<file path="src/rtl/vend_pkg.sv">
// Shared definitions for the vending controller pair: coin codes, pricing
// constants, the output controller's state encoding and a small helper.
package vend_pkg;

   // Coin codes used on the coin-acceptor side of the controller pair
   localparam logic [1:0] COIN_NONE = 2'b00;
   localparam logic [1:0] COIN_5    = 2'b01;
   localparam logic [1:0] COIN_10   = 2'b10;

   // Price of one product and the unit in which change is returned
   localparam int PRICE_UNITS  = 15;
   localparam int CHANGE_UNITS = 5;

   // Output controller states
   localparam logic [2:0] ST_IDLE    = 3'd0;
   localparam logic [2:0] ST_MOTOR   = 3'd1;
   localparam logic [2:0] ST_HOP_REQ = 3'd2;
   localparam logic [2:0] ST_HOP_REL = 3'd3;
   localparam logic [2:0] ST_GAP     = 3'd4;
   localparam logic [2:0] ST_FAULT   = 3'd5;

   // Largest of three values, used to size the shared timer
   function automatic int max3(input int a, input int b, input int c);
      int m;
      m = (a > b) ? a : b;
      return (m > c) ? m : c;
   endfunction

endpackage

</file>
<file path="src/rtl/vend_output_ctrl_fifo.sv">
// Pending vend event queue: synchronous 1-bit-wide FIFO holding the chg flag
// of each captured vend. A push into a full queue is accepted only when a
// pop happens in the same cycle.
module vend_evt_fifo #(
   parameter int DEPTH = 4
) (
   input  logic                       clk,
   input  logic                       rst,
   input  logic                       push,
   input  logic                       pop,
   input  logic                       din,
   output logic                       dout,
   output logic [$clog2(DEPTH+1)-1:0] count,
   output logic                       full,
   output logic                       empty
);

   localparam int CW = $clog2(DEPTH + 1);
   localparam int PW = (DEPTH > 1) ? $clog2(DEPTH) : 1;

   logic [DEPTH-1:0] mem;
   logic [PW-1:0]    wr_ptr;
   logic [PW-1:0]    rd_ptr;
   logic             do_push;
   logic             do_pop;

   assign full    = (count == CW'(DEPTH));
   assign empty   = (count == '0);
   assign do_pop  = pop && !empty;
   assign do_push = push && (!full || do_pop);
   assign dout    = mem[rd_ptr];

   function automatic logic [PW-1:0] bump(input logic [PW-1:0] p);
      return (p == PW'(DEPTH - 1)) ? '0 : p + PW'(1);
   endfunction

   // Pointer and occupancy bookkeeping
   always_ff @(posedge clk) begin
      if (rst) begin
         wr_ptr <= '0;
         rd_ptr <= '0;
         count  <= '0;
      end else begin
         if (do_push) wr_ptr <= bump(wr_ptr);
         if (do_pop)  rd_ptr <= bump(rd_ptr);
         if (do_push && !do_pop)      count <= count + CW'(1);
         else if (do_pop && !do_push) count <= count - CW'(1);
      end
   end

   // Entry storage; contents are only meaningful below count, so no reset
   always_ff @(posedge clk) begin
      if (do_push) mem[wr_ptr] <= din;
   end

endmodule

</file>
<file path="src/rtl/vend_output_ctrl.sv">
// Downstream end of the vending controller: queues vend events, runs the
// product motor for a fixed pulse per vend, then pays one 5-unit coin via a
// four-phase req/ack handshake with the hopper when change is owed. All
// outputs are registered so actuator lines never glitch.
module vend_output_ctrl #(
   parameter int DEPTH        = 4,
   parameter int MOTOR_CYCLES = 8,
   parameter int ACK_TIMEOUT  = 16,
   parameter int GAP_CYCLES   = 2
) (
   input  logic                       clk,
   input  logic                       rst,
   input  logic                       dispense,
   input  logic                       chg5,
   input  logic                       hopper_ack,
   output logic                       motor_on,
   output logic                       hopper_req,
   output logic [$clog2(DEPTH+1)-1:0] pending,
   output logic                       busy,
   output logic                       overflow,
   output logic                       fault
);

   import vend_pkg::*;

   localparam int CW = $clog2(DEPTH + 1);
   localparam int TW = $clog2(max3(MOTOR_CYCLES, ACK_TIMEOUT, GAP_CYCLES) + 1);

   logic [2:0]    state, state_nxt;
   logic [TW-1:0] timer, timer_nxt;
   logic          chg, chg_nxt;
   logic          pop;
   logic          push_ok;
   logic          fifo_dout;
   logic          fifo_full;
   logic          fifo_empty;
   logic [CW-1:0] count;
   logic [CW-1:0] count_nxt;

   vend_evt_fifo #(.DEPTH(DEPTH)) u_fifo (
      .clk   (clk),
      .rst   (rst),
      .push  (dispense),
      .pop   (pop),
      .din   (chg5),
      .dout  (fifo_dout),
      .count (count),
      .full  (fifo_full),
      .empty (fifo_empty)
   );

   assign pending   = count;
   assign push_ok   = dispense && (!fifo_full || pop);
   assign count_nxt = count + CW'(push_ok) - CW'(pop);

   // Sequencing: each phase loads the timer with its length minus one and
   // leaves when it reaches zero; the timer never decrements past zero.
   always_comb begin
      state_nxt = state;
      timer_nxt = timer;
      chg_nxt   = chg;
      pop       = 1'b0;
      case (state)
         ST_IDLE: begin
            if (!fifo_empty) begin
               pop       = 1'b1;
               chg_nxt   = fifo_dout;
               state_nxt = ST_MOTOR;
               timer_nxt = TW'(MOTOR_CYCLES - 1);
            end
         end
         ST_MOTOR: begin
            if (timer == '0) begin
               if (chg) begin
                  state_nxt = ST_HOP_REQ;
                  timer_nxt = TW'(ACK_TIMEOUT - 1);
               end else begin
                  state_nxt = ST_GAP;
                  timer_nxt = TW'(GAP_CYCLES - 1);
               end
            end else begin
               timer_nxt = timer - TW'(1);
            end
         end
         ST_HOP_REQ: begin
            if (hopper_ack) begin
               state_nxt = ST_HOP_REL;
               timer_nxt = TW'(ACK_TIMEOUT - 1);
            end else if (timer == '0) begin
               state_nxt = ST_FAULT;
            end else begin
               timer_nxt = timer - TW'(1);
            end
         end
         ST_HOP_REL: begin
            if (!hopper_ack) begin
               state_nxt = ST_GAP;
               timer_nxt = TW'(GAP_CYCLES - 1);
            end else if (timer == '0) begin
               state_nxt = ST_FAULT;
            end else begin
               timer_nxt = timer - TW'(1);
            end
         end
         ST_GAP: begin
            if (timer == '0) state_nxt = ST_IDLE;
            else             timer_nxt = timer - TW'(1);
         end
         ST_FAULT: begin
            state_nxt = ST_FAULT;
         end
         default: begin
            state_nxt = ST_IDLE;
            timer_nxt = '0;
         end
      endcase
   end

   // State, timer and registered (Moore) outputs decoded from the next state
   always_ff @(posedge clk) begin
      if (rst) begin
         state      <= ST_IDLE;
         timer      <= '0;
         chg        <= 1'b0;
         motor_on   <= 1'b0;
         hopper_req <= 1'b0;
         busy       <= 1'b0;
         overflow   <= 1'b0;
         fault      <= 1'b0;
      end else begin
         state      <= state_nxt;
         timer      <= timer_nxt;
         chg        <= chg_nxt;
         motor_on   <= (state_nxt == ST_MOTOR);
         hopper_req <= (state_nxt == ST_HOP_REQ);
         fault      <= (state_nxt == ST_FAULT);
         busy       <= (state_nxt != ST_IDLE) || (count_nxt != '0);
         overflow   <= dispense && !push_ok;
      end
   end

endmodule

</file>
<file path="config.mk">
export PLATFORM = sky130hd
export DESIGN_NAME = vend_output_ctrl
export DESIGN_NICKNAME = d
export VERILOG_FILES = /design/src/rtl/vend_pkg.sv /design/src/rtl/vend_output_ctrl_fifo.sv /design/src/rtl/vend_output_ctrl.sv
export SDC_FILE = /design/constraint.sdc
export NUM_CORES = 1
export LEC_CHECK = 0
export ABC_AREA = 1
export BUFFER_PORTS_ARGS = -buffer_cell sky130_fd_sc_hd__buf_4
export CELL_PAD_IN_SITES_DETAIL_PLACEMENT = 1
export CELL_PAD_IN_SITES_GLOBAL_PLACEMENT = 1
export CORE_ASPECT_RATIO = 0.9
export CORE_UTILIZATION = 39
export DETAILED_ROUTE_END_ITERATION = 16
export PLACE_DENSITY_LB_ADDON = 0.1
export SETUP_SLACK_MARGIN = 0.2
export SLEW_MARGIN = 0
export SYNTH_ARGS = -nofsm -noshare
export SYNTH_HDL_FRONTEND = slang
export SYNTH_SLANG_ARGS = --single-unit
</file>
<file path="constraint.sdc">
create_clock -name clk -period 2.4 [get_ports clk]
set_input_delay 0.12 -clock clk [delete_from_list [all_inputs] [get_ports clk]]
set_output_delay 0.12 -clock clk [all_outputs]
set_load 0.01 [all_outputs]
</file>
=== Yosys cells after proc, flatten, opt, wreduce, memory -nomap -nowiden ===
Cells that the tools add are included.

* Reduce and logical (&&, ||, !) cells: 23
* Bitwise logic cells: 2
* Equality and inequality tests: 12
* $lt $le $gt $ge: 3
* Mux-type cells: 26
* $add $sub $neg: 7

{| class="wikitable"
|+ Operator list
! cell !! number
|-
| case mux 5 bit (6 select lines) || 1
|-
| two-way mux 3 bit || 9
|-
| two-way mux 5 bit || 5
|-
| case mux 3 bit (6 select lines) || 1
|-
| == test 3 bit, second input constant || 4
|-
| == test 3 x 2 -> 1 bit, second input constant || 3
|-
| logical AND 1 bit || 7
|-
| == test 3 x 1 -> 1 bit, second input constant || 2
|-
| zero test 3 bit || 2
|-
| less-than comparator 2 x 3 -> 1 bit, second input constant || 2
|-
| nonzero test 3 bit || 2
|-
| zero test 1 bit || 5
|-
| zero test 5 bit || 1
|-
| subtractor 5 x 1 -> 5 bit, second input constant || 1
|-
| adder 2 x 1 -> 2 bit, second input constant || 2
|-
| bitwise mux 4 bit || 1
|-
| == test 2 bit, second input constant || 2
|-
| two-way mux 1 bit || 4
|-
| two-way mux 2 bit || 2
|-
| two-way mux 4 bit || 1
|-
| AND reduction 2 bit || 2
|-
| adder 3 x 1 -> 3 bit || 1
|-
| adder 3 x 1 -> 3 bit, second input constant || 1
|-
| logical OR 1 bit || 3
|-
| other kinds (8) || 9
|}

* Word-level logic and storage cells: 85
* Output and inout port bits: 8
* Input port bits: 5
* Flip-flop bits (word level): 25

=== Depth between registers and ports, before layout ===
* Word-level depth: 10
* Depth in mapped cells: 15
* Mapped depth without buffers: 15

=== Cells and area by module ===
Synthesis repeated with hierarchy kept, for this count alone.

* Cells, all modules: 228
* Area total of the unflattened synthesis: 1627.8 sq um

{| class="wikitable"
|+ Modules (own cells, without submodules)
! module !! area an instance (sq um) !! times used !! cells each
|-
| vend_output_ctrl || 994.7 || 1 || 150
|-
| vend_evt_fifo || 633.1 || 1 || 78
|}

=== Least setup slack after synthesis ===
OpenSTA, ideal clock, no wires.

* Path kind: register to register
* Start point: register u_fifo.count[1]
* End point: register busy
* Arrival time: 2.164 ns
* Setup slack: 0.124 ns
* Path buffers: 0
* Cell stages (with the launch flop): 15
* Library setup time: 0.112 ns
* Path through: dfxtp_1 -> inv_1 -> nand3_1 -> nand2_4 -> inv_1 -> ha_1 -> inv_1 -> ha_1 -> fa_1 -> nor2_1 -> nand3b_1 -> nor2_1 -> nand2_1 -> nand2_1 -> nand2_1

* Word-level cells in the longest chain between the ends: 9
* Elaborated cells between the ends (all ways): 14

{| class="wikitable"
|+ RTL lines
! element !! line !! source
|-
| start: declaration || vend_output_ctrl_fifo.sv:13 || <nowiki>output logic [$clog2(DEPTH+1)-1:0] count,</nowiki>
|-
| start signal: assignment || vend_output_ctrl_fifo.sv:46 || <nowiki>if (do_push && !do_pop) count <= count + CW'(1);</nowiki>
|-
| start signal: assignment || vend_output_ctrl_fifo.sv:47 || <nowiki>else if (do_pop && !do_push) count <= count - CW'(1);</nowiki>
|-
| zero test 3 bit (*) || vend_output_ctrl_fifo.sv:28 || <nowiki>assign empty = (count == '0);</nowiki>
|-
| two-way mux 1 bit (*) || vend_output_ctrl.sv:65 || <nowiki>if (!fifo_empty) begin</nowiki>
|-
| two-way mux 1 bit (*) || vend_output_ctrl.sv:63 || <nowiki>case (state)</nowiki>
|-
| net pop || vend_output_ctrl.sv:32 || <nowiki>logic pop;</nowiki>
|-
| logical OR 1 bit || vend_output_ctrl.sv:53 || <nowiki>assign push_ok = dispense && (!fifo_full || pop);</nowiki>
|-
| logical AND 1 bit || vend_output_ctrl.sv:53 ||
|-
| adder 3 x 1 -> 3 bit || vend_output_ctrl.sv:54 || <nowiki>assign count_nxt = count + CW'(push_ok) - CW'(pop);</nowiki>
|-
| subtractor 3 x 1 -> 3 bit (*) || vend_output_ctrl.sv:54 ||
|-
| nonzero test 3 bit (*) || vend_output_ctrl.sv:137 || <nowiki>busy <= (state_nxt != ST_IDLE) || (count_nxt != '0);</nowiki>
|-
| logical OR 1 bit (*) || vend_output_ctrl.sv:137 ||
|-
| end signal: assignment || vend_output_ctrl.sv:137 ||
|-
| end: declaration || vend_output_ctrl.sv:19 || <nowiki>output logic busy,</nowiki>
|}

The timed path passes the listed nets; every way through them passes the cells marked *.
A chain may end at the register's enable or synchronous reset.

=== Worst setup path after layout ===
* Start point: register u_fifo.count[2]
* End point: register busy

Same word-level chain as after synthesis.

==> results.ini <==
[cts]
cts-buffers-inserted = 3
cts.clk_slew.worst_paths_ps = 100
cts_tree = yes
clockBufferDepth = 2
h-tree-depth = 1
clockRootBuffer = clkbuf_8
clock_sinks = 25
insertion_delay_ps = 280

[cells_and_area]
fill_cells = 481
final_cell_count_no_fill = 294
layout.nets = 266
syn2layout_area_growth_pct = 24.4
register_area_um2 = 549
n_antenna_cell = 0
final_util = 0.519
drive_above_1_share = 0.315
multi_input_area_um2 = 910

[drt]
postRouteAntennaNets = 0
viasPerCell = 5.02
drc = 0
drt_iter0_drc = 38
postRouteWirelength_um = 4130
wl_per_cell_um = 14.1
first_pass_iters = 4
vias = 1476

[grt]
antenna_found_initial = 0
grt_pass1_vias = 1517
grt_max_degree = 16
track_usage = 0.199
overflow = 0
grt_first_pass_wirelength_um = 7000

[floorplan]
fp-row-count = 21
start_util = 0.417
coreArea_um2 = 3780
ios = 13
chipHeight_um = 62.4
die_w_um = 69.1
die-area_um2 = 4310

[setup_path]
required_ps = 2580
cp-start-kind = register
critical_path_arrival_ps = 2280
slowest_delay_ps = 450
worst-path-max-fanout = 4
crit_type = register to register
crit_chain = inv_4 > nand3_4 > nand2_4 > inv_4 > ha_4 > inv_4 > ha_4 > fa_1 > nor2_1 > nand3b_1 > nor2_1 > nand2_1 > nand2_1 > nand2_1
end_kind = register
cpMaxStageDelayCell = fa_1

[power]
switchingPower_mw = 1.39
clkPwrFrac = 0.095
vdd.ir_drop.worst_mv = 0.616
p_per_area_nw_per_um2 = 1450
internal-power_mw = 1.46
leakage_nw = 0.960
swShare = 0.487
combinationalPowerShare = 0.671
pwr-share-seq = 0.234

[yosys]
avgSynthCellArea_um2 = 7.34
ys_seq_area_frac = 0.342
synth_area_um2 = 1580
synthCells = 215
yosys_warnings = 0
ys_seq_elements = 25
synth_nets = 232
synth_cell_types = 29

[flow_run]
max_cap_violations = 0

[timing]
timing.final.ws_setup_ps = 298
finClkSkew_ps = 4.75
rsz0062_at_grt = yes
max_slew_margin = 0.747
setup-violations-final = 0
drv_slew = 0
fmax_ghz = 0.476
period_share = 0.876
worst_pin_slew_ps = 380
whs_ps = 46.4
hold_viol = 0
finalSetupTns_ps = 0
period_needed_ps = 2100

[placement]
place_congestion = 0.831
numPortBuffers = 12
dp_hpwl_um = 3140
dp_slack_ps = 80.6
dp_cells = 276

[outcome]
outcome = finished clean

[hold_path]
worstHoldPathType = input port to register

## power by group through the flow
| stage | Sequential (mW) | Clock (mW) | Combinational, mW |
|---|---|---|---|
| 5_1_grt | 0.685 | 0.296 | 2.16 |
| 6_report | 0.666 | 0.269 | 1.91 |
| 4_1_cts | 0.659 | 0.275 | 1.68 |
| 3_3_place_gp | 0.654 | 0 | 1.56 |
| 2_1_floorplan | 0.682 | 0 | 1.17 |
| 3_5_place_dp | 0.663 | 0 | 1.62 |
## per-layer routing
| layer | vias up | GRT usage | part of all wire |
|---|---|---|---|
| met5 | - | 0 | 0 |
| li1 | 752 | - | - |
| met3 | 6 | 0.0373 | 0.024 |
| met2 | 15 | 0.368 | 0.50 |
| met1 | 703 | 0.243 | 0.46 |
| met4 | 0 | 0.0306 | 0.0090 |
## flip-flops by register name, summed over array words and instances (netlist names), 2 cells and up
| signal | count |
|---|---|
| u_fifo.rd_ptr | 2 |
| timer | 5 |
| u_fifo.mem | 4 |
| u_fifo.count | 3 |
| state | 3 |
| u_fifo.wr_ptr | 2 |
## worst max-delay path, delay by kind of cell (launching register included)
family,cells,cell delay [ps]
adders and majority gates,3,860
buffers and inverters,3,140
and+or+nand+nor,8,620
DFF,1,370
## cell type report
type                    instances  share of cell area
multi-input cells             147               0.463
flip-flops and latches         25               0.280
repair buffers                 31               0.118
inverters                      41              0.0847
well taps                      46              0.0293
clock buffers                   3              0.0210
clock inverters                 1             0.00382
## cells by family after synthesis
logic type	Yosys count	share of synthesized area
flip-flops	25	0.342
buffers and inverters	43	0.111
AO/OA/AOI/OAI	32	0.116
adder cells (fa/ha/maj)	12	0.105
AND/OR/NAND/NOR	103	0.326
## final timing paths
| check | startpoint | to | slack [ps] | depth (start not counted) |
|---|---|---|---|---|
| worst max-delay path | u_fifo.count[2] | busy | 300 | 14 |
| worst min-delay path | chg5 | u_fifo.mem[2] | 50 | 1 |
| worst max register to register | u_fifo.count[2] | busy | 300 | 14 |
| worst min register to register | timer[1] | timer[1] | 490 | 2 |
## timing repair
item,CTS,global route
resized for setup,5,16
hold buffers,0,0
setup endpoints to repair,2,2
setup buffers,3,11
cloned,0,0
pin swaps,2,10
## cell usage in the layout (no fill, tap or decap), types with 3 or more instances in the layout
cell type and instances:
a21oi_1 14, buf_4 31, clkbuf_8 3, dfxtp_1 16, dfxtp_2 4, edfxtp_1 4
ha_1 8, inv_1 27, inv_2 8, inv_4 5, nand2_1 46, nand2_4 3
nand3_1 8, nand3_2 4, nand4_1 3, nor2_1 22, nor2_2 6, o21ai_0 8
o21ai_1 4
## cell usage after synthesis, drive strengths merged
library cell,number,share of area
a21oi,15,0.055
a31oi,2,0.0079
buf,2,0.012
clkinv,1,0.0024
dfxtp,21,0.27
edfxtp,4,0.076
fa,2,0.025
ha,10,0.079
inv,40,0.097
nand2,51,0.14
nand3,13,0.054
nand3b,2,0.0095
nand4,5,0.028
nor2,30,0.090
nor3,2,0.0063
o21ai,14,0.049
o22ai,1,0.0040
## stage by stage
| stage | instance area, µm² | power (mW) |
|---|---|---|
| global placement | 1750 | 2.21 |
| floorplan | 1580 | 1.85 |
| finish | 1960 | 2.84 |
| global route | 1960 | 3.15 |
| detailed placement | 1750 | 2.28 |
| CTS | 1830 | 2.62 |
No activity file was read; power rests on OpenSTA's default activity.
